### config.mk
export PLATFORM = sky130hd
export DESIGN_NAME = seg7_scan_driver
export DESIGN_NICKNAME = d
export VERILOG_FILES = /design/src/rtl/seg7_scan_driver.sv
export SDC_FILE = /design/constraint.sdc
export NUM_CORES = 1
export LEC_CHECK = 0
export BUFFER_PORTS_ARGS = -buffer_cell sky130_fd_sc_hd__buf_2
export CORE_ASPECT_RATIO = 0.8
export CORE_MARGIN = 2
export CORE_UTILIZATION = 45
export CTS_BUF_LIST = sky130_fd_sc_hd__clkbuf_4
export DETAILED_ROUTE_END_ITERATION = 7
export PLACE_DENSITY = 0.66
export SYNTH_ARGS = -nofsm -noshare
export SYNTH_HDL_FRONTEND = slang
export SYNTH_SLANG_ARGS = --single-unit
export TNS_END_PERCENT = 20
### constraint.sdc
create_clock -name clk -period 9.1 [get_ports clk]
set_input_delay 0.455 -clock clk [delete_from_list [all_inputs] [get_ports clk]]
set_output_delay 0.455 -clock clk [all_outputs]
set_load 0.02 [all_outputs]
### src/rtl/seg7_scan_driver.sv
// Double-buffered, time-multiplexed driver for a 4-digit seven-segment display.
// Optional leading-zero blanking is enabled by defining SEG7_LZB_EN.
module seg7_scan_driver #(
    parameter int SCAN_DIV       = 50000,
    parameter bit SEG_ACTIVE_LOW = 1'b1
) (
    input  logic        clk,
    input  logic        rst,
    input  logic [15:0] digits_in,
    input  logic        digits_valid,
    output logic        digits_ready,
    input  logic        display_en,
    output logic [6:0]  seg,
    output logic [3:0]  an,
    output logic        frame_done
);

    localparam int          CW       = (SCAN_DIV > 2) ? $clog2(SCAN_DIV) : 1;
    localparam logic [CW-1:0] DIV_LAST = CW'(SCAN_DIV - 1);
    localparam logic [6:0]  SEG_OFF  = SEG_ACTIVE_LOW ? 7'h7F : 7'h00;
    localparam logic [3:0]  AN_OFF   = SEG_ACTIVE_LOW ? 4'hF : 4'h0;

    logic [CW-1:0] pre_cnt;
    logic [1:0]    scan_idx;
    logic [1:0]    scan_idx_nxt;
    logic [15:0]   shadow;
    logic [15:0]   disp;
    logic [15:0]   disp_nxt;
    logic          pending;
    logic          tick;
    logic          boundary;
    logic          accept;
    logic          commit;
    logic [3:0]    cur_digit;
    logic          blank;
    logic [6:0]    seg_hi;
    logic [3:0]    an_hi;
    logic [6:0]    seg_nxt;
    logic [3:0]    an_nxt;

    assign tick     = (pre_cnt == DIV_LAST);
    assign boundary = tick && (scan_idx == 2'd3);

    // Handshake: a transfer happens on a cycle with digits_valid && digits_ready.
    // Ready is simply !pending, so one value waits in the shadow until the next
    // frame boundary commits it; the producer holds its value meanwhile.
    assign digits_ready = !pending;
    assign accept       = digits_valid && digits_ready;
    assign commit       = boundary && pending;

    assign scan_idx_nxt = tick ? scan_idx + 2'd1 : scan_idx;
    assign disp_nxt     = commit ? shadow : disp;

    always_ff @(posedge clk or negedge rst) begin
        if (!rst) begin
            pre_cnt    <= '0;
            scan_idx   <= 2'd0;
            shadow     <= 16'h0000;
            disp       <= 16'h0000;
            pending    <= 1'b0;
            frame_done <= 1'b0;
        end else begin
            pre_cnt    <= tick ? '0 : pre_cnt + CW'(1);
            scan_idx   <= scan_idx_nxt;
            disp       <= disp_nxt;
            frame_done <= boundary;
            if (commit) begin
                pending <= 1'b0;
            end else if (accept) begin
                shadow  <= digits_in;
                pending <= 1'b1;
            end
        end
    end

    // The output stage looks at next-cycle index and display contents so that
    // seg/an show the new slot exactly one cycle after tick.
    always_comb begin
        cur_digit = disp_nxt[3:0];
        case (scan_idx_nxt)
            2'd1:    cur_digit = disp_nxt[7:4];
            2'd2:    cur_digit = disp_nxt[11:8];
            2'd3:    cur_digit = disp_nxt[15:12];
            default: cur_digit = disp_nxt[3:0];
        endcase
    end

`ifdef SEG7_LZB_EN
    always_comb begin
        blank = 1'b0;
        case (scan_idx_nxt)
            2'd3:    blank = (disp_nxt[15:12] == 4'h0);
            2'd2:    blank = (disp_nxt[15:8] == 8'h00);
            2'd1:    blank = (disp_nxt[15:4] == 12'h000);
            default: blank = 1'b0;
        endcase
    end
`else
    assign blank = 1'b0;
`endif

    always_comb begin
        seg_hi = 7'b1000000;
        case (cur_digit)
            4'd0:    seg_hi = 7'b0111111;
            4'd1:    seg_hi = 7'b0000110;
            4'd2:    seg_hi = 7'b1011011;
            4'd3:    seg_hi = 7'b1001111;
            4'd4:    seg_hi = 7'b1100110;
            4'd5:    seg_hi = 7'b1101101;
            4'd6:    seg_hi = 7'b1111101;
            4'd7:    seg_hi = 7'b0000111;
            4'd8:    seg_hi = 7'b1111111;
            4'd9:    seg_hi = 7'b1101111;
            default: seg_hi = 7'b1000000;
        endcase
    end

    assign an_hi = 4'b0001 << scan_idx_nxt;

    always_comb begin
        seg_nxt = SEG_OFF;
        an_nxt  = AN_OFF;
        if (display_en && !blank) begin
            seg_nxt = SEG_ACTIVE_LOW ? ~seg_hi : seg_hi;
            an_nxt  = SEG_ACTIVE_LOW ? ~an_hi : an_hi;
        end
    end

    always_ff @(posedge clk or negedge rst) begin
        if (!rst) begin
            seg <= SEG_OFF;
            an  <= AN_OFF;
        end else begin
            seg <= seg_nxt;
            an  <= an_nxt;
        end
    end

endmodule

==> qor.csv, run 1 <==
stage,metric,value,unit
job,maxCapViolCount,0,
synth,synth-edff-count,0,
synth,yosys-top-cells-area,"dfrtp_1, dfstp_2, mux2_2",
sta,timing.slew.headroom,0.367,
cells_and_area,n_antenna_cell,0,
sta,fmax,263,MHz
drt,drt_wl_total,5.17,mm
drt,remaining_drc_errors,0,
place,buffer_ports.inserted,32,
floorplan,dieArea,7010,sq um
synth,synth_nets,256,
synth,ys_ff_latch,63,
sta,tightest_slew,0.946,ns
drt,post_drt_wl_per_cell,14.8,microns
global_route,grt_pass1_vias,1761,
critical_path,cp-start-kind,flop,
place,dp.final_hpwl,3.57,mm
drt,dr_total_vias,1814,
clock_tree,clockBufferDepth,2,
floorplan,core_area,6040,sq um
drt,firstDrtPassIters,4,
global_route,grt.total_usage,0.167,
sta,rsz0062_at_grt,no,
drt,postRouteAntennaNets,0,
status,status,"finished, final reports clean",
critical_path,cpPeakStageDelay,0.89,ns
synth,netlist_area,2860,sq um
pwr,power.density,151,nW/um^2
synth,ys.warnings.count,0,
sta,min_period_over_period,0.418,
synth,synth_area_per_cell,12.5,sq um
sta,fin_crit,3.80,ns
cells_and_area,utilization,0.530,
critical_path,required,9.45,ns
clock_tree,cts_made_buffers,9,
clock_tree,cts-hold-fix-buffers,0,
sta,setup_violations,0,
sta,final.setup.tns,0,ns
pwr,total_power,0.483,mW
critical_path,critical_path_class,reg2reg,
cells_and_area,synthToLayoutAreaGrowth,12.0,%
critical_path,path_cells,nor4_1 > nand4_1 > nor2_1 > mux4_1 > mux2i_1 > ha_1 > inv_1 > a41oi_1 > o21ai_0 > a21o_1,
global_route,antenna_found_initial,0,
synth,synth_top_area_share,0.455,
synth,synth_ff_type,dfrtp_1,
pwr,vdd_ir_drop_max,0.0943,mV
global_route,grt_max_degree,64,
synth,synth_cells,229,
clock_tree,htree_levels,3,
floorplan,start_util,0.474,
critical_path,cp-end-kind,flop,
floorplan,rows,25,
clock_tree,cts_tree,done,
clock_tree,cts_setup_buffers,0,
critical_path,arrival,4.15,ns
synth,seq_area_frac_synth,0.556,
floorplan,die_w,93.1,microns
critical_path,path_buf_inv,1,
synth,async_reset_ff_frac,1.00,
clock_tree,clock_latency,0.41,ns
synth,synthTopCellsByCount,"dfrtp_1, mux2_2, nand3_1",
cells_and_area,finalNetCount,291,
synth,yosysMostFrequentCell,dfrtp_1,
synth,synth_top_cell_by_area,dfrtp_1,
global_route,grt_pass1_wl,8.80,mm
sta,worst_clock_skew,0.0114,ns
clock_tree,cts_resized,0,
floorplan,ios,33,
sta,hold_viol_final,0,
global_route,overflow,0,
worst_hold_path,min_path_type,in2async,
place,gp_congestion,0.775,
floorplan,die_h,75.3,microns
critical_path,worst-path-max-fanout,13,
pwr,power.leakage,1.55,nW
drt,drt_first_iter_violations,135,
clock_tree,numClockSinks,63,
sta,final-max-slew-violation-count,0,
clock_tree,root_buffer,clkbuf_4,
critical_path,cpLargestDelayFamily,simple AND/OR/NAND/NOR gates,
synth,synth.distinct_cells,40,
critical_path,slowest_stage,nor2_1,
cells_and_area,drive_above_1_share,0.349,
drt,vias_per_cell,5.18,
clock_tree,clkTransAtPathRegs,0.10,ns
where the power goes:
part	internal, mW	switching, mW
clock	0.0706	0.0922
sequential	0.291	0.00583
combinational	0.0113	0.0118
kinds of logic after synthesis:
kind of cell / synth area share
xor+xnor: 0.0464
fa+ha+maj: 0.0306
simple gates: 0.135
compound gates: 0.0464
buf+inv: 0.0267
flops: 0.556
mux: 0.158
cells in the final DEF (no fill, tap or decap), drive strengths merged:
| cell | netlist | final |
|---|---|---|
| a41oi | 1 | 1 |
| a21oi | 2 | 2 |
| o21ai | 13 | 13 |
| clkbuf | 6 | 14 |
| a21o | 1 | 1 |
| nor2 | 10 | 10 |
| mux2i | 7 | 7 |
| o211ai | 4 | 4 |
| clkinv | 0 | 2 |
| nand3 | 16 | 16 |
| dfrtp | 52 | 52 |
| dfstp | 11 | 11 |
| and4bb | 1 | 1 |
| buf | 4 | 34 |
| and2 | 4 | 4 |
| nor3 | 1 | 1 |
| nand2 | 15 | 15 |
| inv | 7 | 7 |
| xor2 | 7 | 7 |
| mux4 | 4 | 4 |
| and4b | 1 | 1 |
| and4 | 3 | 3 |
| or3 | 2 | 2 |
| ha | 7 | 7 |
| nor4 | 1 | 1 |
| xnor2 | 6 | 6 |
| and3 | 5 | 5 |
| nand4 | 12 | 12 |
| mux2 | 25 | 25 |
| nor2b | 1 | 1 |
area by class of cell:
| class | count | area (sq um) |
|---|---|---|
| fillers | 553 | 2840 |
| flip-flops and latches | 63 | 1590 |
| multi-input cells | 149 | 1190 |
| repair buffers | 34 | 175 |
| clock buffers | 14 | 105 |
| well taps | 81 | 101 |
| inverters | 7 | 28.8 |
| clock inverters | 2 | 8.76 |
sequential cells by signal (all words and copies together), names as in the netlist:
register	flops
an	4
scan_idx	2
frame_done	1
pending	1
seg	7
pre_cnt	16
shadow	16
disp	16
path summary, 6_finish.rpt:
check	slack [ns]	cells past startpoint	start	endpoint
worst max-delay path	5.30	10	pre_cnt[11]	seg[4]
worst max register to register	5.30	10	pre_cnt[11]	seg[4]
max in group asynchronous	8.40	2	rst	shadow[15]
worst min-delay path	0.20	2	rst	pre_cnt[12]
worst min register to register	0.46	1	pre_cnt[0]	pre_cnt[0]
min in group clk	0.27	2	digits_in[1]	shadow[1]
metrics by stage:
| stage | cells | setup slack, ns | hold slack [ns] | cell area [sq um] |
|---|---|---|---|---|
| floorplan | 229 | 6.04 | 0.159 | 2860 |
| global placement | 334 | 5.44 | 0.442 | 3090 |
| detailed placement | 334 | 5.30 | 0.447 | 3090 |
| CTS | 350 | 5.29 | 0.229 | 3200 |
| global route | 350 | 4.84 | 0.255 | 3200 |
| finish | 350 | 5.30 | 0.202 | 3200 |
worst reg2reg max path, cell delays in order (launching register included):
cell,delay [ns]
dfrtp_1,0.44
nor4_1,0.39
nand4_1,0.48
nor2_1,0.89
mux4_1,0.40
mux2i_1,0.40
ha_1,0.23
inv_1,0.04
a41oi_1,0.19
o21ai_0,0.11
a21o_1,0.17
per-layer routing:
layer,vias to the layer above,global-route usage,wire (microns)
met4,0,0.0556,75
met5,-,0,0
met2,41,0.230,2190
met3,10,0.0574,257
met1,872,0.248,2650
li1,891,-,-
(Power assumes the default switching activity.)
==> inputs of run 2 (changes only) <==
==> constraint.sdc (replaced) <==
create_clock -name clk -period 3.8 [get_ports clk]
set_input_delay 0.19 -clock clk [delete_from_list [all_inputs] [get_ports clk]]
set_output_delay 0.19 -clock clk [all_outputs]
set_load 0.02 [all_outputs]
==> run 2 against run 1 <==
Against the previous run:
- flip-flop and latch count stayed put
- worst hold slack lost 0.19 ns
- via count increased by 5.6%
- final cell count grew 5.7%
- clock power increased by 130%
- clock skew grew 0.0024 ns
- total power increased by 140%
- first-iteration DRC count decreased by 39%
- critical endpoint unchanged
- largest cell class unchanged
==> qor.csv, run 2 (synthesis gave the netlist of run 1 again) <==
stage,metric,value,unit,change
status,status,"finished, final reports clean",,
critical_path,path_cells,nor4_1 > and4_4 > xnor2_4 > mux4_1 > mux2i_1 > ha_1 > inv_1 > a41oi_1 > o21ai_0 > a21o_1,,
critical_path,r2r_end,seg[4],,
global_route,grt_max_degree,64,,unchanged
place,dp_cells,337,,+0.90%
critical_path,worst-path-max-fanout,18,,+5
sta,hold_viol_final,0,,unchanged
sta,fmax,301,MHz,+15%
cells_and_area,finalInstanceArea,3390,sq um,+5.8%
global_route,overflow,0,,unchanged
sta,setup_violations,0,,unchanged
worst_hold_path,min_path_type,in2reg,,
drt,dr_total_vias,1916,,+5.6%
job,maxCapViolCount,0,,unchanged
floorplan,die_w,93.1,microns,unchanged
drt,post_drt_wl_per_cell,14.6,microns,-1.2%
floorplan,start_util,0.474,,unchanged
clock_tree,cts_setup_buffers,0,,unchanged
critical_path,critical_path_class,reg2reg,,
clock_tree,clock_latency,0.41,ns,about the same
cells_and_area,utilization,0.561,,+0.0309
floorplan,die_h,75.3,microns,unchanged
sta,final-max-slew-violation-count,0,,unchanged
global_route,antenna_found_initial,0,,unchanged
place,gp_congestion,0.800,,+3.2%
critical_path,cp-start-kind,flop,,
cells_and_area,stdcell_count,370,,+5.7%
floorplan,rows,25,,unchanged
clock_tree,cts_made_buffers,9,,unchanged
sta,rsz0062_at_grt,no,,
sta,timing.slew.headroom,0.482,,+0.115
cells_and_area,finalNetCount,311,,+6.9%
place,buffer_ports.inserted,32,,unchanged
drt,firstDrtPassIters,4,,unchanged
clock_tree,clkTransAtPathRegs,0.11,ns,about the same
sta,tightest_slew,0.777,ns,-0.169 ns
sta,worst_clock_skew,0.0138,ns,+0.00235 ns
cells_and_area,mostFrequentLayoutCell,dfrtp_1,,
drt,drt_wl_total,5.40,mm,+4.5%
pwr,vdd_ir_drop_max,0.274,mV,+190%
pwr,power.density,341,nW/um^2,+130%
sta,min_period_over_period,0.873,,+0.455
cells_and_area,most-common-layout-cells,"dfrtp_1, buf_2, mux2_2",,
drt,vias_per_cell,5.18,,about the same
critical_path,ff2ff_path_depth,10,,unchanged
drt,drt_first_iter_violations,83,,-39%
global_route,grt_pass1_vias,1851,,+5.1%
critical_path,cp-startpoint,pre_cnt[11],,
place,dpl_cell_area,3110,sq um,+0.73%
drt,remaining_drc_errors,0,,unchanged
clock_tree,cts_tree,done,,
clock_tree,root_buffer,clkbuf_4,,
critical_path,cpPeakStageDelay,0.59,ns,-0.30 ns
critical_path,crit_end,seg[4],,
critical_path,required,4.15,ns,-5.30 ns
cells_and_area,synthToLayoutAreaGrowth,18.5,%,
floorplan,dieArea,7010,sq um,unchanged
place,dp.final_hpwl,3.70,mm,+3.7%
sta,fin_crit,3.32,ns,-0.487 ns
critical_path,regToRegSetupSlack,0.48,ns,-4.81 ns
clock_tree,htree_levels,3,,unchanged
critical_path,cp-end-kind,flop,,
cells_and_area,top_regs,"disp x16, pre_cnt x16, shadow x16",,
drt,postRouteAntennaNets,0,,unchanged
floorplan,ios,33,,unchanged
global_route,grt_pass1_wl,9.11,mm,+3.6%
critical_path,arrival,3.67,ns,-0.48 ns
cells_and_area,n_antenna_cell,0,,unchanged
sta,final.setup.tns,0,ns,unchanged
cells_and_area,drive_above_1_share,0.339,,-0.0103
floorplan,core_area,6040,sq um,unchanged
global_route,grt.total_usage,0.174,,+0.00697
clock_tree,cts_resized,0,,unchanged
pwr,power.leakage,1.63,nW,+4.9%
clock_tree,numClockSinks,63,,unchanged
critical_path,r2r-start,pre_cnt[11],,
critical_path,slowest_stage,mux4_1,,
clock_tree,clockBufferDepth,2,,unchanged
-- run 2: cell count changes in the layout (fill, tap and decap cells not counted) --
cell	previous run	this run
buf_4	2	5
dlygate4sd3_1	0	17
clkbuf_4	14	9
clkinv_1	1	0
clkinvlp_4	0	2
clkinv_2	1	5
-- run 2: layout make-up --
cell class / instances / area, sq um
multi-input cells: 149 / 1190
well taps: 81 / 101
repair buffers: 54 / 368
inverters: 7 / 28.8
flip-flops and latches: 63 / 1590
clock inverters: 7 / 40.0
clock buffers: 9 / 67.6
fillers: 509 / 2650
-- run 2: worst max-delay path: cells and delay by family (launching register included) --
kind	cells	cell delay [ns]
mux	2	0.97
simple gates	2	0.88
compound gates	3	0.48
flops	1	0.45
fa+ha+maj	1	0.22
xor+xnor	1	0.21
buf+inv	1	0.04
-- run 2: what timing repair did --
item	in CTS	in global routing
setup endpoints to repair	0	0
hold endpoints to repair	68	0
hold buffers	17	0
-- run 2: power breakdown --
part	switching (mW)	total (mW)	internal (mW)
Clock	0.247	0.375	0.128
Sequential	0.0153	0.712	0.697
Combinational	0.0306	0.0690	0.0385
Total	0.293	1.16	0.863
-- run 2: worst min path at each step --
stage                   from    endpoint  slack (ns)  depth (start not counted)
3_5_place_dp             rst   shadow[7]        0.41                          2
5_1_grt        digits_in[11]  shadow[11]       0.003                          2
4_1_cts        digits_in[11]  shadow[11]       0.003                          2
2_1_floorplan            rst     disp[0]       -0.11                          0
6_report       digits_in[11]  shadow[11]        0.01                          2
3_3_place_gp             rst  pre_cnt[2]        0.41                          2
-- run 2: per-stage QoR --
step	power, mW	setup slack (ns)	hold slack [ns]
3_3_place_gp	0.780	0.637	0.411
4_1_cts	1.17	0.474	0.00332
2_1_floorplan	0.746	0.738	-0.106
5_1_grt	1.21	0.206	0.00286
6_report	1.16	0.483	0.0114
3_5_place_dp	0.782	0.512	0.411
-- run 2: metal layers --
layer	part of all wire	track usage
met1	0.52	0.248
met2	0.42	0.246
met3	0.048	0.0544
met4	0.017	0.0801
met5	0	0
==> inputs of run 3 (changes only) <==
--- a/config.mk
+++ b/config.mk
@@ -11,7 +11,7 @@
 export CORE_UTILIZATION = 45
 export CTS_BUF_LIST = sky130_fd_sc_hd__clkbuf_4
 export DETAILED_ROUTE_END_ITERATION = 7
-export PLACE_DENSITY = 0.66
+export PLACE_DENSITY = 0.69
 export SYNTH_ARGS = -nofsm -noshare
 export SYNTH_HDL_FRONTEND = slang
 export SYNTH_SLANG_ARGS = --single-unit
==> constraint.sdc (replaced) <==
create_clock -name clk -period 3 [get_ports clk]
set_input_delay 0.15 -clock clk [delete_from_list [all_inputs] [get_ports clk]]
set_output_delay 0.15 -clock clk [all_outputs]
set_load 0.02 [all_outputs]
==> run 3 against run 2 <==
Against the previous run:
- final area rose by 3.6%
- largest cell class unchanged
- first-iteration DRC count rose by 33%
- non-clock buffer count rose by 16
==> qor.csv, run 3 (synthesis gave the netlist of run 1 again) <==
stage,metric,value,unit,change
sta,final-max-slew-violation-count,0,,unchanged
global_route,overflow,0,,unchanged
sta,final.setup.tns,0,ns,unchanged
cells_and_area,stdcell_count,386,,+4.3%
global_route,busiest_layer,met1,,
cells_and_area,utilization,0.582,,+0.0203
critical_path,ff2ff_path_depth,11,,+1
drt,vias_per_cell,5.14,,-0.69%
cells_and_area,most-common-layout-cells,"dfrtp_1, buf_2, mux2_2",,
cells_and_area,synthToLayoutAreaGrowth,22.8,%,
sta,rsz0062_at_grt,no,,
global_route,grt.total_usage,0.181,,+0.00761
clock_tree,cts_setup_buffers,0,,unchanged
clock_tree,clkTransAtPathRegs,0.11,ns,about the same
clock_tree,cts_tree,done,,
status,status,"finished, final reports clean",,
pwr,intPower,1.12,mW,+30%
critical_path,cp-start-kind,flop,,
sta,tightest_slew,0.766,ns,-0.0113 ns
global_route,use_met1,0.259,,+0.0110
pwr,p_comb_frac,0.061,,about the same
global_route,grt_pass1_wl,9.28,mm,+1.8%
floorplan,dieArea,7010,sq um,unchanged
critical_path,cp-end-kind,flop,,
pwr,vdd_ir_drop_max,0.289,mV,+5.6%
place,pre_cts_ws,0.199,ns,-0.314 ns
sta,hold_viol_final,0,,unchanged
global_route,antenna_found_initial,0,,unchanged
place,gp_congestion,0.864,,+8.1%
drt,post_drt_wl_per_cell,14.4,microns,-1.1%
sta,fmax,360,MHz,+19%
drt,postRouteAntennaNets,0,,unchanged
drt,dr_total_vias,1985,,+3.6%
critical_path,arrival,3.11,ns,-0.56 ns
pwr,netSwitchingFraction,0.234,,-0.0195
sta,worst_clock_skew,0.0165,ns,+0.00278 ns
critical_path,r2r_end,seg[0],,
pwr,p_sw,0.342,mW,+17%
worst_hold_path,min_path_type,in2async,,
floorplan,die_h,75.3,microns,unchanged
sta,timing.slew.headroom,0.489,,+0.00751
critical_path,critical_path_class,reg2reg,,
floorplan,start_util,0.474,,unchanged
clock_tree,cts_resized,0,,unchanged
critical_path,regToRegSetupSlack,0.22,ns,-0.26 ns
sta,min_period_over_period,0.926,,+0.0534
global_route,grt_pass1_vias,1867,,+0.86%
job,maxCapViolCount,0,,unchanged
pwr,pwr-share-clk,0.322,,-0.002
sta,fin_crit,2.78,ns,-0.538 ns
floorplan,core_area,6040,sq um,unchanged
critical_path,r2r-start,pre_cnt[0],,
place,dp_cells,351,,+4.2%
clock_tree,cts_made_buffers,9,,unchanged
drt,remaining_drc_errors,0,,unchanged
drt,drt_wl_total,5.56,mm,+3.1%
critical_path,worst-path-max-fanout,5,,-13
cells_and_area,finalNetCount,327,,+5.1%
clock_tree,root_buffer,clkbuf_4,,
pwr,power.leakage,1.69,nW,+3.8%
drt,drt_first_iter_violations,110,,+33%
cells_and_area,top_regs,"disp x16, pre_cnt x16, shadow x16",,
critical_path,required,3.33,ns,-0.82 ns
pwr,power.density,417,nW/um^2,+22%
clock_tree,htree_levels,3,,unchanged
clock_tree,numClockSinks,63,,unchanged
clock_tree,clock_latency,0.42,ns,about the same
place,dp.final_hpwl,3.84,mm,+3.8%
cells_and_area,n_antenna_cell,0,,unchanged
global_route,met3_usage,0.0603,,+0.00593
place,buffer_ports.inserted,32,,unchanged
cells_and_area,mostFrequentLayoutCell,dfrtp_1,,
clock_tree,clockBufferDepth,2,,unchanged
global_route,met2_usage,0.251,,+0.00564
drt,firstDrtPassIters,4,,unchanged
floorplan,ios,33,,unchanged
floorplan,die_w,93.1,microns,unchanged
global_route,grt_max_degree,37,,-42%
sta,setup_violations,0,,unchanged
pwr,seqPwrFrac,0.617,,about the same
cells_and_area,drive_above_1_share,0.361,,+0.0216
sta,setup_ws,0.221,ns,-0.262 ns
floorplan,rows,25,,unchanged
-- run 3: worst max-delay path, stage by stage, from the launching register on --
cell and delay, ns:
dfrtp_1 0.40, ha_1 0.22, and3_1 0.24, and4_4 0.22
xnor2_4 0.23, mux4_2 0.54, mux2i_2 0.18, buf_4 0.16
inv_1 0.06, ha_1 0.21, mux2i_1 0.13, o211ai_1 0.10
-- run 3: how the worst max path moves through the flow --
stage / startpoint / end / slack, ns / cells after the start
after floorplan: pre_cnt[0] / seg[4] / 0.007 / 13
after global placement: pre_cnt[11] / seg[5] / 0.27 / 11
after detailed placement: pre_cnt[0] / seg[4] / 0.20 / 11
after CTS: pre_cnt[0] / seg[0] / 0.17 / 11
after global routing: pre_cnt[0] / seg[4] / 0.005 / 11
final: pre_cnt[0] / seg[0] / 0.22 / 11
-- run 3: timing repair --
| action | 4_1_cts | 5_1_grt |
|---|---|---|
| hold endpoints to repair | 47 | 0 |
| setup endpoints to repair | 0 | 1 |
| hold buffers | 19 | 0 |
-- run 3: stage by stage --
stage	hold slack, ns	power, mW	instance area [sq um]
6_report	0.336	1.46	3510
5_1_grt	0.409	1.53	3510
4_1_cts	0.327	1.48	3510
3_5_place_dp	0.270	0.992	3220
3_3_place_gp	0.269	0.988	3220
2_1_floorplan	-0.146	0.945	2860
-- run 3: power groups by stage --
| stage | registers, mW | clock network [mW] | logic [mW] |
|---|---|---|---|
| detailed placement | 0.919 | 0 | 0.0728 |
| CTS | 0.903 | 0.485 | 0.0913 |
| global placement | 0.918 | 0 | 0.0702 |
| finish | 0.903 | 0.471 | 0.0900 |
| global route | 0.906 | 0.519 | 0.101 |
| floorplan | 0.917 | 0 | 0.0281 |
-- run 3: layout make-up --
type | instances | area (sq um)
well taps | 81 | 101
inverters | 7 | 28.8
multi-input cells | 149 | 1190
fillers | 518 | 2530
repair buffers | 70 | 493
clock buffers | 12 | 90.1
flip-flops and latches | 63 | 1590
clock inverters | 4 | 15.0
-- run 3: routing by layer --
metal  up-vias  part of all wire  wire (microns)
met1       958              0.51            2810
li1        964                 -               -
met2        55              0.43            2390
met4         0             0.015              86
met5         -                 0               0
met3         8             0.050             280
